==> src/rtl/if_stage.sv <==
// Instruction-fetch stage of the PEARL_V core.
// Owns the PC, drives the combinational instruction-memory address and
// registers the returned word with its PC into the IF/ID register.
// Optional feature macro: IF_ALIGN_CHK_EN (misaligned redirect targets are
// reported as a flagged NOP instead of being silently aligned).
module if_stage #(
  parameter logic [31:0] RESET_VEC = 32'h0000_0000,
  parameter logic [31:0] NOP_INSTR = 32'h0000_0013
) (
  input  logic        clk_i,
  input  logic        rst_n_i,
  input  logic        halt_i,
  input  logic        redirect_i,
  input  logic [31:0] redirect_pc_i,
  output logic [31:0] imem_addr_o,
  input  logic [31:0] imem_rdata_i,
  output logic [31:0] instr_o,
  output logic [31:0] pc_o,
  output logic        valid_o,
  input  logic        id_ready_i,
  output logic        misalign_o
);

  typedef enum logic {
    RUN  = 1'b0,
    HALT = 1'b1
  } state_e;

  state_e      state_q, state_d;
  logic [31:0] pc_q, pc_d;
  logic [31:0] instr_q, instr_d;
  logic [31:0] out_pc_q, out_pc_d;
  logic        valid_q, valid_d;
  logic        xfer;
`ifdef IF_ALIGN_CHK_EN
  logic        mis_q, mis_d;
`endif

  assign imem_addr_o = pc_q;
  assign instr_o     = instr_q;
  assign pc_o        = out_pc_q;
  assign valid_o     = valid_q;
  assign xfer        = !valid_q || id_ready_i;
`ifdef IF_ALIGN_CHK_EN
  assign misalign_o  = mis_q && valid_q;
`else
  assign misalign_o  = 1'b0;
`endif

  // Next-state logic: a redirect always pulls the fetch unit back into RUN.
  always_comb begin
    state_d = state_q;
    case (state_q)
      RUN:     if (halt_i && !redirect_i) state_d = HALT;
      HALT:    if (!halt_i || redirect_i) state_d = RUN;
      default: state_d = RUN;
    endcase
  end

  // Datapath next values: redirect beats stall, stall beats fetch.
  always_comb begin
    pc_d     = pc_q;
    instr_d  = instr_q;
    out_pc_d = out_pc_q;
    valid_d  = valid_q;
`ifdef IF_ALIGN_CHK_EN
    mis_d    = mis_q;
`endif
    if (redirect_i) begin
`ifdef IF_ALIGN_CHK_EN
      pc_d    = redirect_pc_i;
      mis_d   = 1'b0;
`else
      pc_d    = redirect_pc_i & 32'hFFFF_FFFC;
`endif
      valid_d = 1'b0;
      instr_d = NOP_INSTR;
    end
`ifdef IF_ALIGN_CHK_EN
    // A reported misaligned fetch parks the stage until the trap redirect.
    else if (mis_q) begin
      pc_d = pc_q;
    end
`endif
    else if (xfer) begin
      if (state_q == RUN) begin
`ifdef IF_ALIGN_CHK_EN
        if (pc_q[1:0] != 2'b00) begin
          instr_d  = NOP_INSTR;
          out_pc_d = pc_q;
          valid_d  = 1'b1;
          mis_d    = 1'b1;
        end else begin
          instr_d  = imem_rdata_i;
          out_pc_d = pc_q;
          valid_d  = 1'b1;
          pc_d     = pc_q + 32'd4;
        end
`else
        instr_d  = imem_rdata_i;
        out_pc_d = pc_q;
        valid_d  = 1'b1;
        pc_d     = pc_q + 32'd4;
`endif
      end else begin
        valid_d = 1'b0;
      end
    end
  end

  // State and IF/ID register update with synchronous active-low reset.
  always_ff @(posedge clk_i) begin
    if (!rst_n_i) begin
      state_q  <= RUN;
      pc_q     <= RESET_VEC;
      instr_q  <= NOP_INSTR;
      out_pc_q <= 32'h0000_0000;
      valid_q  <= 1'b0;
`ifdef IF_ALIGN_CHK_EN
      mis_q    <= 1'b0;
`endif
    end else begin
      state_q  <= state_d;
      pc_q     <= pc_d;
      instr_q  <= instr_d;
      out_pc_q <= out_pc_d;
      valid_q  <= valid_d;
`ifdef IF_ALIGN_CHK_EN
      mis_q    <= mis_d;
`endif
    end
  end

endmodule

==> config.mk <==
export PLATFORM = sky130hd
export DESIGN_NAME = if_stage
export DESIGN_NICKNAME = d
export VERILOG_FILES = /design/src/rtl/if_stage.sv
export SDC_FILE = /design/constraint.sdc
export NUM_CORES = 1
export LEC_CHECK = 0
export CAP_MARGIN = 20
export CORE_MARGIN = 2
export CORE_UTILIZATION = 40
export DETAILED_ROUTE_END_ITERATION = 12
export GPL_TIMING_DRIVEN = 0
export PLACE_DENSITY = 0.78
export SETUP_SLACK_MARGIN = 0.05
export SLEW_MARGIN = 15
export SYNTH_ARGS = -nofsm -noshare
export SYNTH_HDL_FRONTEND = slang
export SYNTH_SLANG_ARGS = --single-unit
==> constraint.sdc <==
create_clock -name clk_i -period 3.7 [get_ports clk_i]
set_input_delay 0.74 -clock clk_i [delete_from_list [all_inputs] [get_ports clk_i]]
set_output_delay 0.74 -clock clk_i [all_outputs]
set_load 0.02 [all_outputs]
=== Word-level counts from Yosys, hierarchy flattened ===
Index checks and enable logic that the tools add are counted.

* Register bits after elaboration: 98
* Input bits: 69
* Word-level logic and storage cells: 29

* $add $sub $neg: 1
* Equal/unequal tests: 1
* Mux-type cells: 7
* Bitwise logic cells: 3
* Reduce and logical (&&, ||, !) cells: 11

{| class="wikitable"
|+ Operators by type and width
! operator !! number
|-
| $mux 32 || 3
|-
| $add 32x3->32 const B || 1
|-
| $reduce_and 2->1 || 2
|-
| $logic_not 1->1 || 3
|-
| $mux 1 || 3
|-
| $not 1->1 || 3
|-
| $reduce_and 3->1 || 1
|-
| $logic_or 1x1->1 || 2
|-
| $ne 2x2->1 const B || 1
|-
| $pmux 1 s2 || 1
|-
| $reduce_bool 2->1 || 1
|-
| $reduce_or 2->1 || 1
|-
| $logic_and 1x1->1 || 1
|}

=== Depth between registers and ports, before layout ===
* Depth after elaboration: 4
* Gate-level depth with buffers: 8

=== Worst setup path after synthesis ===
OpenSTA, ideal clock, no wires.

* Path kind: in2reg
* Start point: in id_ready_i
* End point: reg pc_q[23], in the netlist imem_addr_o[23]
* Arrival time: 1.943 ns
* Setup slack: 1.637 ns
* Cell stages on the path: 7
* Buffers on the path: 2
* Cell sequence: nor2b_1 -> buf_2 -> or2_2 -> buf_2 -> nor4_1 -> nor2_1 -> a211o_1

* Cells in the longest elaborated chain, start to end: 3

{| class="wikitable"
|+ Ends and longest elaborated chain
! element !! line !! source
|-
| from (decl) || 20 || <nowiki>input logic id_ready_i,</nowiki>
|-
| $logic_or 1x1->1 || 43 || <nowiki>assign xfer = !valid_q || id_ready_i;</nowiki>
|-
| $reduce_bool 2->1 (no source line) || -- ||
|-
| $reduce_and 2->1 (no source line) || -- ||
|-
| to (signal assigned) || 124 || <nowiki>pc_q <= pc_d;</nowiki>
|-
| to (decl) || 30 || <nowiki>logic [31:0] pc_q, pc_d;</nowiki>
|}

Every way passes these cells.
A chain may end at the register's enable or synchronous reset.

=== Worst setup path after layout ===
* Start point: in id_ready_i
* End point: reg out_pc_q[8], in the netlist pc_o[8]

* Cells in the longest elaborated chain, start to end: 2

{| class="wikitable"
|+ Ends and longest elaborated chain
! element !! line !! source
|-
| $logic_or 1x1->1 || 43 ||
|-
| $reduce_and 3->1 (no source line) || -- ||
|-
| to (signal assigned) || 126 || <nowiki>out_pc_q <= out_pc_d;</nowiki>
|-
| to (decl) || 32 || <nowiki>logic [31:0] out_pc_q, out_pc_d;</nowiki>
|}

Every way passes these cells.

==> results.toml <==
[outcome]
status = "finished, final reports clean"

[worst_setup_path]
cpPeakStageDelay_ps = 470
r2r_end = "imem_addr_o[22]"
r2r_setup_slack_ps = 1570
crit_top_cell = "buf_2"
slowest_stage = "clkdlybuf4s50_1"
cp.arrival_ps = 2720
path_cells = "clkdlybuf4s50_1 -> nor2b_1 -> buf_2 -> or2_2 -> buf_2 -> nor2_1 -> buf_2 -> nand2_1 -> a21oi_1"
endpoint = "pc_o[8]"
r2r.worst_path.cells = 6
r2r-start = "imem_addr_o[2]"
critPathCaptureType = "flip-flop"
worstPathRequired_ps = 3980
crit_fanout = 10
crit_type = "input pin to flip-flop"
crit_path_start_kind = "input pin"
startpoint = "id_ready_i"

[final_layout]
multi_input_area_um2 = 1843
drive_gt1_frac = 0.05547
fin_util = 0.6094
antenna_cells = 0
stdcell_area_um2 = 5874
fill_cells = 867
area.growth.synth_to_final_pct = 50.48
nNetsFinal = 732
regArea_um2 = 1882

[timing]
skew_ps = 6.542
rsz0062_at_grt = "false"
finalCriticalPeriod_ps = 2433
hold_viol = 0
tns_ps = 0
fin_ws_ps = 1267
fmax_ghz = 0.4111
hold_slack_ps = 459.0
slew_violations = 0
max_slew_margin = 0.5587
finalSetupViolations = 0
min_period_over_period = 0.6575
tightestPinTransition_ps = 658.3

[hold_path]
holdPathStages = 2
hold_class = "flip-flop to flip-flop"

[drt]
vias_per_cell = 5.030
drt_pass1_iterations = 4
ant_nets = 0
drc = 0
drt_iter0_drc = 163
route.vias.total = 4024
routed_wl_um = 11870
wl_per_cell_um = 14.84

[grt]
grt_max_degree = 15
antenna_found_initial = 0
grt_overflow = 0
grtUsageTotal = 0.2209
grt_pass1_vias = 3859
grt_pass1_wl_um = 18400

[clock_network]
clock_latency_ps = 350
cts_root_buffer = "clkbuf_8"
cts_resized = 0
clkTransAtPathRegs_ps = 90
cts_made_buffers = 9
htreeDepth = 3
cts_max_path_buffers = 2
cts_hold_buffers = 0
tritoncts = "yes"
clock-sinks = 94
postCtsSetupRepairBufs = 0

[logic_synthesis]
synth-main-ff-cell = "dfxtp_1"
yosys_warnings = 0
synth_cell_types = 47
netlist_area_um2 = 3904
ys_seq_area_frac = 0.4821
syn_area_per_cell_um2 = 7.983
synthCells = 489
synth-seq-cells = 94
synth_edf_count = 0
async_flop_share = 0

[place]
io_buffers = 158
place_ws_ps = 931.1
gp_congestion = 0.8878
post-dp-hpwl_um = 9024
postPlaceCellArea_um2 = 5667

[pwr]
irDropWorstVdd_mv = 0.2387
combPwrFrac = 0.183
p_leak_uw = 0.002126
p_sw_frac = 0.2731
powerDensity_nw_per_um2 = 386.9
seqPwrFrac = 0.493
power_switching_uw = 620.7
p_int_uw = 1652
clock_power_share = 0.324

[floorplanning]
fp.coreArea_um2 = 9639
io_pins = 167
die_w_um = 102.8
die-area_um2 = 10570
start_util = 0.4050
fp.dieH_um = 102.8
rows = 36

[flow_run]
cap_violations = 0
-- through the flow --
step                      power, uW  std cells
final                          2273        800
after global routing           2369        800
after CTS                      2288        800
after detailed placement       1559        784
after global placement         1549        784
after floorplan                1334        493
-- how the worst min path moves through the flow --
stage                start          end  slack [ps]
6_report          pc_o[20]     pc_o[20]         460
5_1_grt            pc_o[2]      pc_o[2]         480
4_1_cts           pc_o[14]     pc_o[14]         460
3_5_place_dp      pc_o[14]     pc_o[14]         450
3_3_place_gp   instr_o[23]  instr_o[23]         440
2_1_floorplan   instr_o[2]   instr_o[2]         530
-- critical path, delay by kind of cell --
family	cells	cell delay, ps
buffers and inverters	4	1130
and+or+nand+nor	4	720
AOI/OAI and AO/OA	1	140
-- cells in the mapped netlist, types with 2 or more instances --
master	count	area, um2
inv_1	3	11.26
nor2b_1	2	12.51
o21ai_0	24	120.1
or2_2	2	12.51
nand2_1	141	529.3
buf_4	5	37.54
nor3_1	3	15.01
a21oi_1	80	400.4
dfxtp_1	94	1882
xor2_1	17	148.9
a211oi_1	2	15.01
nor4_1	3	18.77
inv_2	2	7.510
a31oi_1	2	12.51
nor2_1	12	45.04
nand4_1	13	81.33
nand3_1	13	65.06
xnor2_1	8	70.07
or3_1	3	18.77
and3_1	4	25.02
clkbuf_1	26	97.59
buf_2	5	25.02
-- metal layers --
| layer | up-vias | track usage | routed length [um] |
|---|---|---|---|
| met5 | - | 0 | 0 |
| met4 | 0 | 0.07692 | 171 |
| met3 | 19 | 0.07458 | 1089 |
| met2 | 157 | 0.3710 | 5626 |
| met1 | 1868 | 0.2653 | 4984 |
| li1 | 1980 | - | - |
-- power groups by stage --
stage               combinational [uW]  clock, uW  sequential, uW
finish                             416        736            1120
global route                       451        789            1130
CTS                                418        749            1120
detailed placement                 416          0            1140
global placement                   408          0            1140
floorplan                          137          0            1200
-- kinds of logic after synthesis --
kind of cell | Yosys count | share of synthesized area
and+or+nand+nor | 211 | 0.2516
AOI/OAI and AO/OA | 114 | 0.1538
DFF | 94 | 0.4821
buffers and inverters | 42 | 0.04968
xor gates and xnor gates | 25 | 0.05609
adders and majority gates | 1 | 0.003205
other | 1 | 0.0009606
muxes | 1 | 0.002564
-- placed cells by master (no fill, tap or decap), types with 2 or more instances in the layout --
| cell | netlist | routed |
|---|---|---|
| nor2b_1 | 2 | 2 |
| inv_1 | 3 | 3 |
| a31oi_1 | 2 | 2 |
| or3_1 | 3 | 3 |
| buf_2 | 5 | 5 |
| nand3_1 | 13 | 13 |
| nor3_1 | 3 | 3 |
| nor4_1 | 3 | 3 |
| conb_1 | 1 | 5 |
| bufinv_16 | 0 | 2 |
| clkdlybuf4s50_1 | 0 | 158 |
| nor2_1 | 12 | 12 |
| xor2_1 | 17 | 17 |
| or2_2 | 2 | 2 |
| nand2_1 | 141 | 141 |
| dfxtp_1 | 94 | 94 |
| buf_4 | 5 | 5 |
| and3_1 | 4 | 4 |
| xnor2_1 | 8 | 8 |
| clkbuf_1 | 26 | 30 |
| a21oi_1 | 80 | 80 |
| clkbuf_8 | 0 | 9 |
| o21ai_0 | 24 | 24 |
| nand4_1 | 13 | 13 |
| a211oi_1 | 2 | 2 |
| inv_2 | 2 | 2 |
-- state kept, by name, summed over array words and instances, names as in the netlist --
signal and cells:
imem_addr_o 30, valid_o 1, state_q 1, instr_o 32, pc_o 30
-- final cells by class --
type,count,area share
Clock inverter,3,0.01171
Multi-Input combinational cell,357,0.3137
Tap cell,133,0.02833
Sequential cell,94,0.3203
Clock buffer,13,0.02364
Timing Repair Buffer,158,0.2692
Buffer,37,0.02982
Inverter,5,0.003195
Power figures use the tool's default switching activity.
